## src/rtl/ym_timer_ctrl.sv

```systemverilog
// rtl/ym_timer_ctrl.sv - YM2610 timer register front-end: port decode, busy window, status read (optional YMCTRL_WRBUF_EN write buffer)
module ym_timer_ctrl #(
  parameter int BUSY_CYCLES = 32
) (
  input  logic       CLK,
  input  logic       RESET,
  input  logic       SEL,
  input  logic       WR,
  input  logic [1:0] A,
  input  logic [7:0] DIN,
  input  logic       FLAG_A,
  input  logic       FLAG_B,
  output logic [7:0] DOUT,
  output logic [9:0] YMTIMER_TA_LOAD,
  output logic [7:0] YMTIMER_TB_LOAD,
  output logic [5:0] YMTIMER_CONFIG,
  output logic       set_run_A,
  output logic       clr_run_A,
  output logic       set_run_B,
  output logic       clr_run_B,
  output logic       BUSY,
  output logic       WR_DROP
);

  typedef enum logic {S_IDLE, S_BUSY} state_t;

  state_t      state_q, state_d;
  logic [7:0]  cnt_q, cnt_d;
  logic [7:0]  addr_q, addr_d;
  logic        bank_q, bank_d;
  logic [7:0]  dout_q, dout_d;
  logic [9:0]  ta_q, ta_d;
  logic [7:0]  tb_q, tb_d;
  logic [3:0]  cfg_q, cfg_d;
  logic [1:0]  cfg_clr_q, cfg_clr_d;
  logic [3:0]  run_q, run_d;      // {clr_run_B, set_run_B, clr_run_A, set_run_A}
  logic        drop_q, drop_d;

  // Selected register write for this cycle (from the bus or from the buffer)
  logic        apply_en;
  logic [7:0]  apply_addr;
  logic        apply_bankb;
  logic [7:0]  apply_data;

  logic        wr_data;
  logic        wr_addr;
  logic        rd;
  logic        in_bankb;

`ifdef YMCTRL_WRBUF_EN
  logic        buf_full_q, buf_full_d;
  logic [7:0]  buf_addr_q, buf_addr_d;
  logic        buf_bankb_q, buf_bankb_d;
  logic [7:0]  buf_data_q, buf_data_d;
`endif

  assign wr_data  = SEL & WR & A[0];
  assign wr_addr  = SEL & WR & ~A[0];
  assign rd       = SEL & ~WR;
  // Effects land only on bank A through the bank-A data port
  assign in_bankb = bank_q | A[1];

  // Next-state: bus decode, busy window sequencing and register updates
  always_comb begin
    state_d     = state_q;
    cnt_d       = cnt_q;
    addr_d      = addr_q;
    bank_d      = bank_q;
    dout_d      = dout_q;
    ta_d        = ta_q;
    tb_d        = tb_q;
    cfg_d       = cfg_q;
    cfg_clr_d   = 2'b00;
    run_d       = 4'b0000;
    drop_d      = 1'b0;
    apply_en    = 1'b0;
    apply_addr  = addr_q;
    apply_bankb = in_bankb;
    apply_data  = DIN;
`ifdef YMCTRL_WRBUF_EN
    buf_full_d  = buf_full_q;
    buf_addr_d  = buf_addr_q;
    buf_bankb_d = buf_bankb_q;
    buf_data_d  = buf_data_q;
`endif

    if (wr_addr) begin
      addr_d = DIN;
      bank_d = A[1];
    end

    if (rd) begin
      dout_d = A[0] ? 8'h00 : {(state_q == S_BUSY), 5'b00000, FLAG_B, FLAG_A};
    end

    case (state_q)
      S_IDLE: begin
        if (wr_data) begin
          apply_en = 1'b1;
          state_d  = S_BUSY;
          cnt_d    = 8'(BUSY_CYCLES);
        end
      end
      S_BUSY: begin
`ifdef YMCTRL_WRBUF_EN
        drop_d = wr_data & buf_full_q;
        if (cnt_q == 8'd1) begin
          // Last busy cycle: a pending write chains straight into a new window
          if (buf_full_q) begin
            apply_en    = 1'b1;
            apply_addr  = buf_addr_q;
            apply_bankb = buf_bankb_q;
            apply_data  = buf_data_q;
            buf_full_d  = 1'b0;
            cnt_d       = 8'(BUSY_CYCLES);
          end else if (wr_data) begin
            apply_en = 1'b1;
            cnt_d    = 8'(BUSY_CYCLES);
          end else begin
            state_d = S_IDLE;
            cnt_d   = 8'd0;
          end
        end else begin
          cnt_d = cnt_q - 8'd1;
          if (wr_data && !buf_full_q) begin
            buf_full_d  = 1'b1;
            buf_addr_d  = addr_q;
            buf_bankb_d = in_bankb;
            buf_data_d  = DIN;
          end
        end
`else
        drop_d = wr_data;
        if (cnt_q == 8'd1) begin
          state_d = S_IDLE;
          cnt_d   = 8'd0;
        end else begin
          cnt_d = cnt_q - 8'd1;
        end
`endif
      end
      default: begin
        state_d = S_IDLE;
        cnt_d   = 8'd0;
      end
    endcase

    if (apply_en && !apply_bankb) begin
      case (apply_addr)
        8'h24: ta_d[9:2] = apply_data;
        8'h25: ta_d[1:0] = apply_data[1:0];
        8'h26: tb_d      = apply_data;
        8'h27: begin
          run_d[0]  = apply_data[0] & ~cfg_q[0];
          run_d[1]  = ~apply_data[0] & cfg_q[0];
          run_d[2]  = apply_data[1] & ~cfg_q[1];
          run_d[3]  = ~apply_data[1] & cfg_q[1];
          cfg_d     = apply_data[3:0];
          cfg_clr_d = apply_data[5:4];
        end
        default: ;
      endcase
    end
  end

  // State and output registers with synchronous reset
  always_ff @(posedge CLK) begin
    if (RESET) begin
      state_q   <= S_IDLE;
      cnt_q     <= 8'd0;
      addr_q    <= 8'h00;
      bank_q    <= 1'b0;
      dout_q    <= 8'h00;
      ta_q      <= 10'd0;
      tb_q      <= 8'd0;
      cfg_q     <= 4'd0;
      cfg_clr_q <= 2'd0;
      run_q     <= 4'd0;
      drop_q    <= 1'b0;
    end else begin
      state_q   <= state_d;
      cnt_q     <= cnt_d;
      addr_q    <= addr_d;
      bank_q    <= bank_d;
      dout_q    <= dout_d;
      ta_q      <= ta_d;
      tb_q      <= tb_d;
      cfg_q     <= cfg_d;
      cfg_clr_q <= cfg_clr_d;
      run_q     <= run_d;
      drop_q    <= drop_d;
    end
  end

`ifdef YMCTRL_WRBUF_EN
  // One-entry write buffer holding a data write that arrived during the window
  always_ff @(posedge CLK) begin
    if (RESET) begin
      buf_full_q  <= 1'b0;
      buf_addr_q  <= 8'h00;
      buf_bankb_q <= 1'b0;
      buf_data_q  <= 8'h00;
    end else begin
      buf_full_q  <= buf_full_d;
      buf_addr_q  <= buf_addr_d;
      buf_bankb_q <= buf_bankb_d;
      buf_data_q  <= buf_data_d;
    end
  end
`endif

  assign DOUT            = dout_q;
  assign YMTIMER_TA_LOAD = ta_q;
  assign YMTIMER_TB_LOAD = tb_q;
  assign YMTIMER_CONFIG  = {cfg_clr_q, cfg_q};
  assign set_run_A       = run_q[0];
  assign clr_run_A       = run_q[1];
  assign set_run_B       = run_q[2];
  assign clr_run_B       = run_q[3];
  assign BUSY            = (state_q == S_BUSY);
  assign WR_DROP         = drop_q;

endmodule
```

## config.mk

```make
export PLATFORM = sky130hd
export DESIGN_NAME = ym_timer_ctrl
export DESIGN_NICKNAME = d
export VERILOG_FILES = /design/src/rtl/ym_timer_ctrl.sv
export SDC_FILE = /design/constraint.sdc
export NUM_CORES = 1
export LEC_CHECK = 0
export CORE_MARGIN = 4
export CORE_UTILIZATION = 35
export CTS_BUF_LIST = sky130_fd_sc_hd__clkbuf_4 sky130_fd_sc_hd__clkbuf_8
export CTS_CLUSTER_DIAMETER = 40
export DETAILED_ROUTE_END_ITERATION = 8
export GPL_ROUTABILITY_DRIVEN = 0
export PLACE_DENSITY_LB_ADDON = 0.08
export SLEW_MARGIN = 25
export SYNTH_ARGS = -nofsm -noshare
export SYNTH_HDL_FRONTEND = slang
export SYNTH_SLANG_ARGS = --single-unit
```

## constraint.sdc

```tcl
create_clock -name CLK -period 2.8 [get_ports CLK]
set_input_delay 0.42 -clock CLK [delete_from_list [all_inputs] [get_ports CLK]]
set_output_delay 0.42 -clock CLK [all_outputs]
set_load 0.02 [all_outputs]
```

# --- Yosys cells after proc, flatten, opt, wreduce, memory -nomap -nowiden ---
# Index checks and enable logic that the tools add are counted.
# W data, S select, Z words.
word_totals:
  regBits: 55
  inputBits: 16
  out_inout_bits: 38
op_classes:
  n_bitwise: 18
  muxes: 8
  addsub: 1
  n_reduce_logical: 8
  n_eq_ne: 6
ops:
  columns: ["cell", "count"]
  rows:
  - ["$eq A8 B6 Y1 const B", 4]
  - ["$mux W8", 3]
  - ["$pmux W8 S2", 1]
  - ["$not A1 Y1", 9]
  - ["$and A1 B1 Y1", 8]
  - ["$eq A8 B1 Y1 const B", 1]
  - ["$reduce_and A2 Y1", 4]
  - ["$sub A8 B1 Y8 const B", 1]
  - ["$mux W1", 3]
  - ["$reduce_or A3 Y1", 1]
  - ["$ne A2 B2 Y1 const B", 1]
  - ["$pmux W1 S2", 1]
  - ["$reduce_or A2 Y1", 1]
  - ["$logic_and A1 B1 Y1", 1]
  - ["$logic_not A1 Y1", 1]
  - ["$or A1 B1 Y1", 1]

# --- Logic depth before layout (Yosys ltp) ---
# Gate-level depths: netlist of run 1.
depth:
  ltp_word: 7
  mapped_depth: 5
  ltp_nobuf: 5

# --- Worst setup path after synthesis of run 1 ---
# Ideal clock, no wire load.
synth_timing:
  path_kind: "register -> register"
  start: "reg cnt_q[1]"
  end: "reg cnt_q[7]"
  path_slack_ns: 1.171
  path_buffers: 0
  path_stages_with_launch: 6
  required_time_ns: 2.738
  period_less_slack_ns: 1.629
  t_arrival_ns: 1.568
  path_cell_list: "dfxtp_1 inv_1 ha_1 or4b_2 or3_1 nand3_1"
synth_via:
  elab_chain_len: 3
  elab_cells_between_ends: 4
  cone_classes: "add/sub: 1; eq/ne: 1; mux: 2"
synth_rtl:
  columns: ["element", "line_no", "rtl"]
  rows:
  - ["from (decl)", "28", "logic [7:0] cnt_q, cnt_d;"]
  - ["from (signal assigned)", "182", "cnt_q <= cnt_d;"]
  - ["$sub A8 B1 Y8 or $eq A8 B1 Y1 (tied branches)", "138, 134", null]
  - ["$mux W8 (*)", "134", "if (cnt_q == 8'd1) begin"]
  - ["$pmux W8 S2 (*)", "96", "case (state_q)"]
# Every way passes the cells marked *; elsewhere a longest branch is shown, timed or not.
# A chain may end at the register's enable or synchronous reset.

# --- Worst setup path after layout of run 1 ---
layout_timing:
  start: "in A[1]"
  end: "reg ta_q[3], in the netlist YMTIMER_TA_LOAD[3]"
layout_via:
  elab_chain_len: 4
layout_rtl:
  columns: ["element", "line_no", "rtl"]
  rows:
  - ["from (decl)", "9", "input logic [1:0] A,"]
  - ["$or A1 B1 Y1", "61", "assign in_bankb = bank_q | A[1];"]
  - ["$logic_not A1 Y1", "148", "if (apply_en && !apply_bankb) begin"]
  - ["$logic_and A1 B1 Y1", "148", null]
  - ["$reduce_and A2 Y1 (no line)", null, null]
  - ["to (signal assigned)", "186", "ta_q <= ta_d;"]
  - ["to (decl)", "32", "logic [9:0] ta_q, ta_d;"]
# No other way between the ends.

==> results of run 1 <==
[path summary, 6_finish.rpt]
check,start,end,slack [ps]
max,A[1],YMTIMER_TA_LOAD[3],800
min,DOUT[0],DOUT[0],460
max reg2reg,addr_q[6],YMTIMER_TA_LOAD[3],1010
min reg2reg,DOUT[0],DOUT[0],460
[power breakdown]
part	total, mW	switching, mW	internal [mW]
Combinational	0.124	0.0673	0.0569
Clock	0.508	0.231	0.276
Sequential	0.740	0.0149	0.725
Total	1.37	0.313	1.06
[layout make-up]
type                    instances  area share (%)
clock buffers                   6            2.85
clock inverters                 2            1.40
inverters                       3           0.420
multi-input cells             148            36.4
flip-flops and latches         50            37.3
well taps                      72            3.36
repair buffers                 49            18.2
[worst max-delay path, delay by kind of cell]
kind	cells	cell delay [ps]
buffers and inverters	1	440
AND/OR/NAND/NOR	2	1120
multiplexers	1	240
[through the flow]
stage | setup WS [ps] | power [mW] | std cells
floorplan | 1170 | 0.837 | 215
global placement | 518 | 0.881 | 322
detailed placement | 468 | 0.881 | 322
CTS | 793 | 1.39 | 330
global route | 674 | 1.43 | 330
finish | 798 | 1.37 | 330
[cells in the mapped netlist, drive strengths merged, types with 3 or more instances]
cell    count
nor3b       4
nor3        3
nand2      38
buf         7
nor2b       7
nand3b      4
a21oi       5
inv         3
nor2       14
mux2i      31
clkbuf      7
dfxtp      50
nand4       4
[cell families after synthesis]
kind of cell / count (synthesis) / share of synthesized area (%)
xor gates and xnor gates: 1 / 0.428
and+or+nand+nor: 91 / 23.7
adders and majority gates: 2 / 1.22
buffers and inverters: 17 / 4.16
muxes: 31 / 15.2
other: 1 / 0.183
AOI/OAI and AO/OA: 18 / 6.24
DFF: 50 / 48.9
[registers in the layout, indices dropped and copies added, names as in the netlist]
name             cells
BUSY                 1
DOUT                 3
WR_DROP              1
YMTIMER_TA_LOAD     10
YMTIMER_TB_LOAD      8
addr_q               8
bank_q               1
cfg_clr_q            2
cfg_q                4
cnt_q                8
run_q                4
[per-layer routing]
layer | GRT usage, % | vias to the layer above
met3 | 3.53 | 2
met5 | 0 | -
met2 | 21.2 | 33
met4 | 3.45 | 0
li1 | - | 815
met1 | 16.5 | 715
==> impl_results.md, run 1 <==
* Hold Buf Count CTS at 0
* ANT cells at 0
* Fmax at between 400 and 500 MHz
* Crit path largest cell delay at just over 600 ps
* Placed Instance Area at approximately 2600 sq um
* Chip Width at roughly 84 um
* Share of layout cells above drive strength 1 at roughly 5.8%
* Synth top area cells: dfxtp_1 49%, mux2i_1 15%, nand2_1 7.0%
* Yosys warnings at 0
* Hold Path Depth at 2
* Setup Buffers After CTS at 0
* I/O Buffers at 48
* Worst Reg2Reg Path Length in Cells at 3
* Worst Path Arrival at around 2200 ps
* Relative slew slack at between 30% and 40%
* Hpwl dp at between 3 and 4 mm
* CTS buffer count at 5
* Total Negative Setup Slacks at 0 ps
* Worst Setup End Kind: flop
* Pwr Density at approximately 510 nW/um^2
* Yosys top cell by area: dfxtp_1
* Synth Instances at ~210
* Core Region at roughly 5600 sq um
* Wire length on met3 at between 200 and 250 um
* Die height at around 84 um
* Fill count at around 550
* Finished Cell Area at between 2000 and 3000 sq um
* Initial DRC Count at 64
* Fin Hold WS at 456 ps
* DRT antenna net count at 0
* Worst Path Required at between 3000 and 4000 ps
* First-pass GRT wire length at approximately 7.6 mm
* Vias per cell at about 4.7
* Root Driver: clkbuf_8
* Pin count of the biggest net entering global routing at 33
* Avg WL per Cell at between 10 and 15 um
* Worst slew pin tran at approximately 950 ps
* WL met2 at 2.07 mm
* Nets at approximately 280
* Io pins at 54
* Worst min path class: flop to flop
* Leak at about 1.1 nW
* EDFF count, synth at 0
* CTS tree: yes
* Yosys top cell area share at approximately half
* Layout Area Growth over Synthesis at 30.9%
* CTS Buffer Depth at 2
* Fin util at about 48%
* # H-tree levels at 2
* DRC viols at 0
* Aggregate global routing overflow at 0
* Multi-input gate area at between 900 and 1000 sq um
* FF/Latch Area at between 1000 and 1500 sq um
* Seq/Total Area, Yosys at between 40 and 50%
* Maximum vdd drop at about 270 uV
* M1 WL at 2.21 mm
* Endpoints failing setup at 0
* Fin crit period at between 2000 and 2500 ps
* Critical Path, Cell by Cell: clkdlybuf4s50_1 > nor4_2 > and4_1 > mux2i_1
* Asr flop ratio synth at 0%
* Unique masters post-synth at between 40 and 50
* Row count at 27
* Mapped Avg Cell Area at 9.70 sq um
* Antenna violations before repair at 0
* Ys flop type: dfxtp_1
* Commonest non-fill, non-tap cell in the layout: dfxtp_1
* Worst Skew at roughly 5 ps
* Die Area at ~7000 sq um
* Top Layer Used: met4
* Commonest non-fill, non-tap cells in the layout: 50 x dfxtp_1, 48 x clkdlybuf4s50_1, 38 x nand2_1
* Initial Util at 36.7%
* CP max FO at 8
* Gr usage total at between 10% and 20%
* Via count at between 1500 and 2000
* Reg clk slew, reported paths at approximately 90 ps
* Hold Vio Cnt, Final at 0
* Mapped Area at around 2000 sq um
* Kind of critical path: primary input to flop
* Crit-path slowest cell: and4_1
* Unrepaired setup endpoints after global routing: false
* Post-route clock period utilization at between 70% and 80%
* Pre-antenna DRT Iters at 4
* Clk_lat worst skew at approximately 290 ps
* Final Max Slew Viols at 0
* Max cap viols at 0
* Outcome: complete, no violations
* CTS resizes at 0
* Vias in the first global route at 1577
* Startpoint Class: primary input
* Post-Route WL at approximately 4.5 mm
* Clock Sinks at 50
* Flops & latches, synth at 50
No activity file was read; power rests on OpenSTA's default activity.
==> run 2: changes to the inputs <==
Clock period 2.8 ns to 1.85 ns, I/O delays scaled along.
==> impl_results.md, run 2 (synthesis gave the netlist of run 1 again) <==
* Commonest non-fill, non-tap cells in the layout: 50 x dfxtp_1, 48 x clkdlybuf4s50_1, 38 x nand2_1
* Root Driver: clkbuf_8
* Pre-antenna DRT Iters at 4 (unchanged)
* Multi-input gate area at 976 sq um (unchanged)
* Max cap viols at 0 (unchanged)
* Setup Buffers After CTS at 0 (unchanged)
* Hold endpoint: DOUT[0]
* Layout Area Growth over Synthesis at 36.9%
* Worst Path Arrival at 1900 ps (-330 ps)
* Post-Route WL at 4.56 mm (+1.1%)
* CP top delay family: simple AND/OR/NAND/NOR gates
* Vias per cell at 4.78 (+0.87%)
* Chip Width at 84.5 um (unchanged)
* Hold Path Origin: DOUT[0]
* Reg clk slew, reported paths at 90 ps (about the same)
* Kind of critical path: flop to flop
* CTS Buffer Depth at 2 (unchanged)
* Fin crit period at between 1500 and 2000 ps
* Pwr Density at 707 nW/um^2 (+38%)
* Clock Sinks at 50 (unchanged)
* Clk_lat worst skew at 300 ps (about the same)
* Nets at 292 (+6.2%)
* Number of flip-flops in the largest register at 10 (unchanged)
* Outcome: complete, no violations
* RR Endpoint: cnt_q[7]
* CTS tree: yes
* CP max FO at 3 (-5)
* Worst Reg2Reg Path Length in Cells at 5 (+2)
* Placed Instance Area at 2710 sq um (+5.5%)
* Via count at 1660 (+6.1%)
* ANT cells at 0 (unchanged)
* CTS resizes at 0 (unchanged)
* Hpwl dp at 3.30 mm (+5.0%)
* Core Region at 5570 sq um (unchanged)
* Hold Buf Count CTS at 0 (unchanged)
* Worst R2R Setup Slack at 190 ps (-820 ps)
* Die height at 84.5 um (unchanged)
* Crit path largest cell delay at 620 ps (about the same)
* Initial Util at 36.7% (unchanged)
* Leak at 1.18 nW (+7.2%)
* Fill count at 543 (-1.5%)
* Antenna violations before repair at 0 (unchanged)
* DRC viols at 0 (unchanged)
* Dpl cells at 339 (+5.3%)
* Worst slew pin tran at 540 ps (-413 ps)
* Worst Setup End Kind: flop
* Avg WL per Cell at 13.1 um (-3.9%)
* Total Negative Setup Slacks at 0 ps (unchanged)
* Fmax at approximately 600 MHz
* Startpoint Class: flop
* Commonest non-fill, non-tap cell in the layout: dfxtp_1
* Io pins at 54 (unchanged)
* Worst min path class: flop to flop
* Place WS at 89.5 ps (-378 ps)
* Unrepaired setup endpoints after global routing: false
* Share of layout cells above drive strength 1 at 11.6% (+5.8 points)
* Worst path bufs/invs at 1 (unchanged)
* Crit-path slowest cell: or4b_2
* Maximum vdd drop at 434 uV (+62%)
* Aggregate global routing overflow at 0 (unchanged)
* Worst Skew at 5.34 ps (+0.229 ps)
* Die Area at 7140 sq um (unchanged)
* Critical Path, Cell by Cell: inv_1 > ha_1 > or4b_2 > or3_1 > nand3_1
* First-pass GRT wire length at 7.91 mm (+4.5%)
* Row count at 27 (unchanged)
* Relative slew slack at 63.5% (+27 points)
* Pin count of the biggest net entering global routing at 22 (-33%)
* DRT antenna net count at 0 (unchanged)
* Hold Path Depth at 2 (unchanged)
* CTS buffer count at 5 (unchanged)
* Initial DRC Count at 107 (+67%)
* Final Non-Filler Cells at 347 (+5.2%)
* R2r startpoint: cnt_q[1]
* Vias in the first global route at 1694 (+7.4%)
* Final WS setup at 191 ps (-607 ps)
* # H-tree levels at 2 (unchanged)
* Hold Vio Cnt, Final at 0 (unchanged)
* Gr usage total at 13.6% (+0.81 points)
* Finished Cell Area at 2800 sq um (+4.5%)
* Final Max Slew Viols at 0 (unchanged)
* Worst Path Required at 2090 ps (-930 ps)
* Post-route clock period utilization at between 80 and 90%
* Endpoints failing setup at 0 (unchanged)
* I/O Buffers at 48 (unchanged)
* FF/Latch Area at 1000 sq um (unchanged)
## run 2: routing by layer
layer,vias up,track usage (%),routed length [um]
met4,0,4.32,63
met5,-,0,0
li1,855,-,-
met1,762,16.7,2120
met3,8,4.81,264
met2,35,22.4,2110
## run 2: worst max path at each step
stage	from	end	slack [ps]	cells past startpoint
after floorplan	cnt_q[1]	cnt_q[7]	220	5
after global placement	WR	YMTIMER_TA_LOAD[2]	110	5
after detailed placement	WR	YMTIMER_TA_LOAD[5]	90	5
after CTS	BUSY	BUSY	180	1
after global routing	cnt_q[1]	cnt_q[7]	90	5
final	cnt_q[1]	cnt_q[7]	190	5
## run 2: final cells by class
class                      instances  area share [%]
multi-input combinational        148            34.8
tap                               72            3.22
inverter                           3           0.402
timing repair buffer              66            22.4
clock inverter                     2           0.447
sequential                        50            35.7
clock buffer                       6            2.95
## run 2: where the power goes
part	internal, mW	leakage (nW)	switching, mW
logic	0.106	0.727	0.111
registers	1.10	0.404	0.0176
clock network	0.301	0.0472	0.348
## run 2: worst min-delay path, stage by stage, from the launching register on
cell,delay (ps)
dfxtp_1,320
nand2_1,50
a21oi_1,50
## run 2: through the flow
step | hold WS (ps) | util, % | power [mW]
6_report | 458 | 50.3 | 1.98
5_1_grt | 479 | 50.3 | 2.08
4_1_cts | 462 | 50.3 | 2.02
3_5_place_dp | 448 | 48.6 | 1.36
3_3_place_gp | 443 | 48.6 | 1.36
2_1_floorplan | 353 | - | 1.27
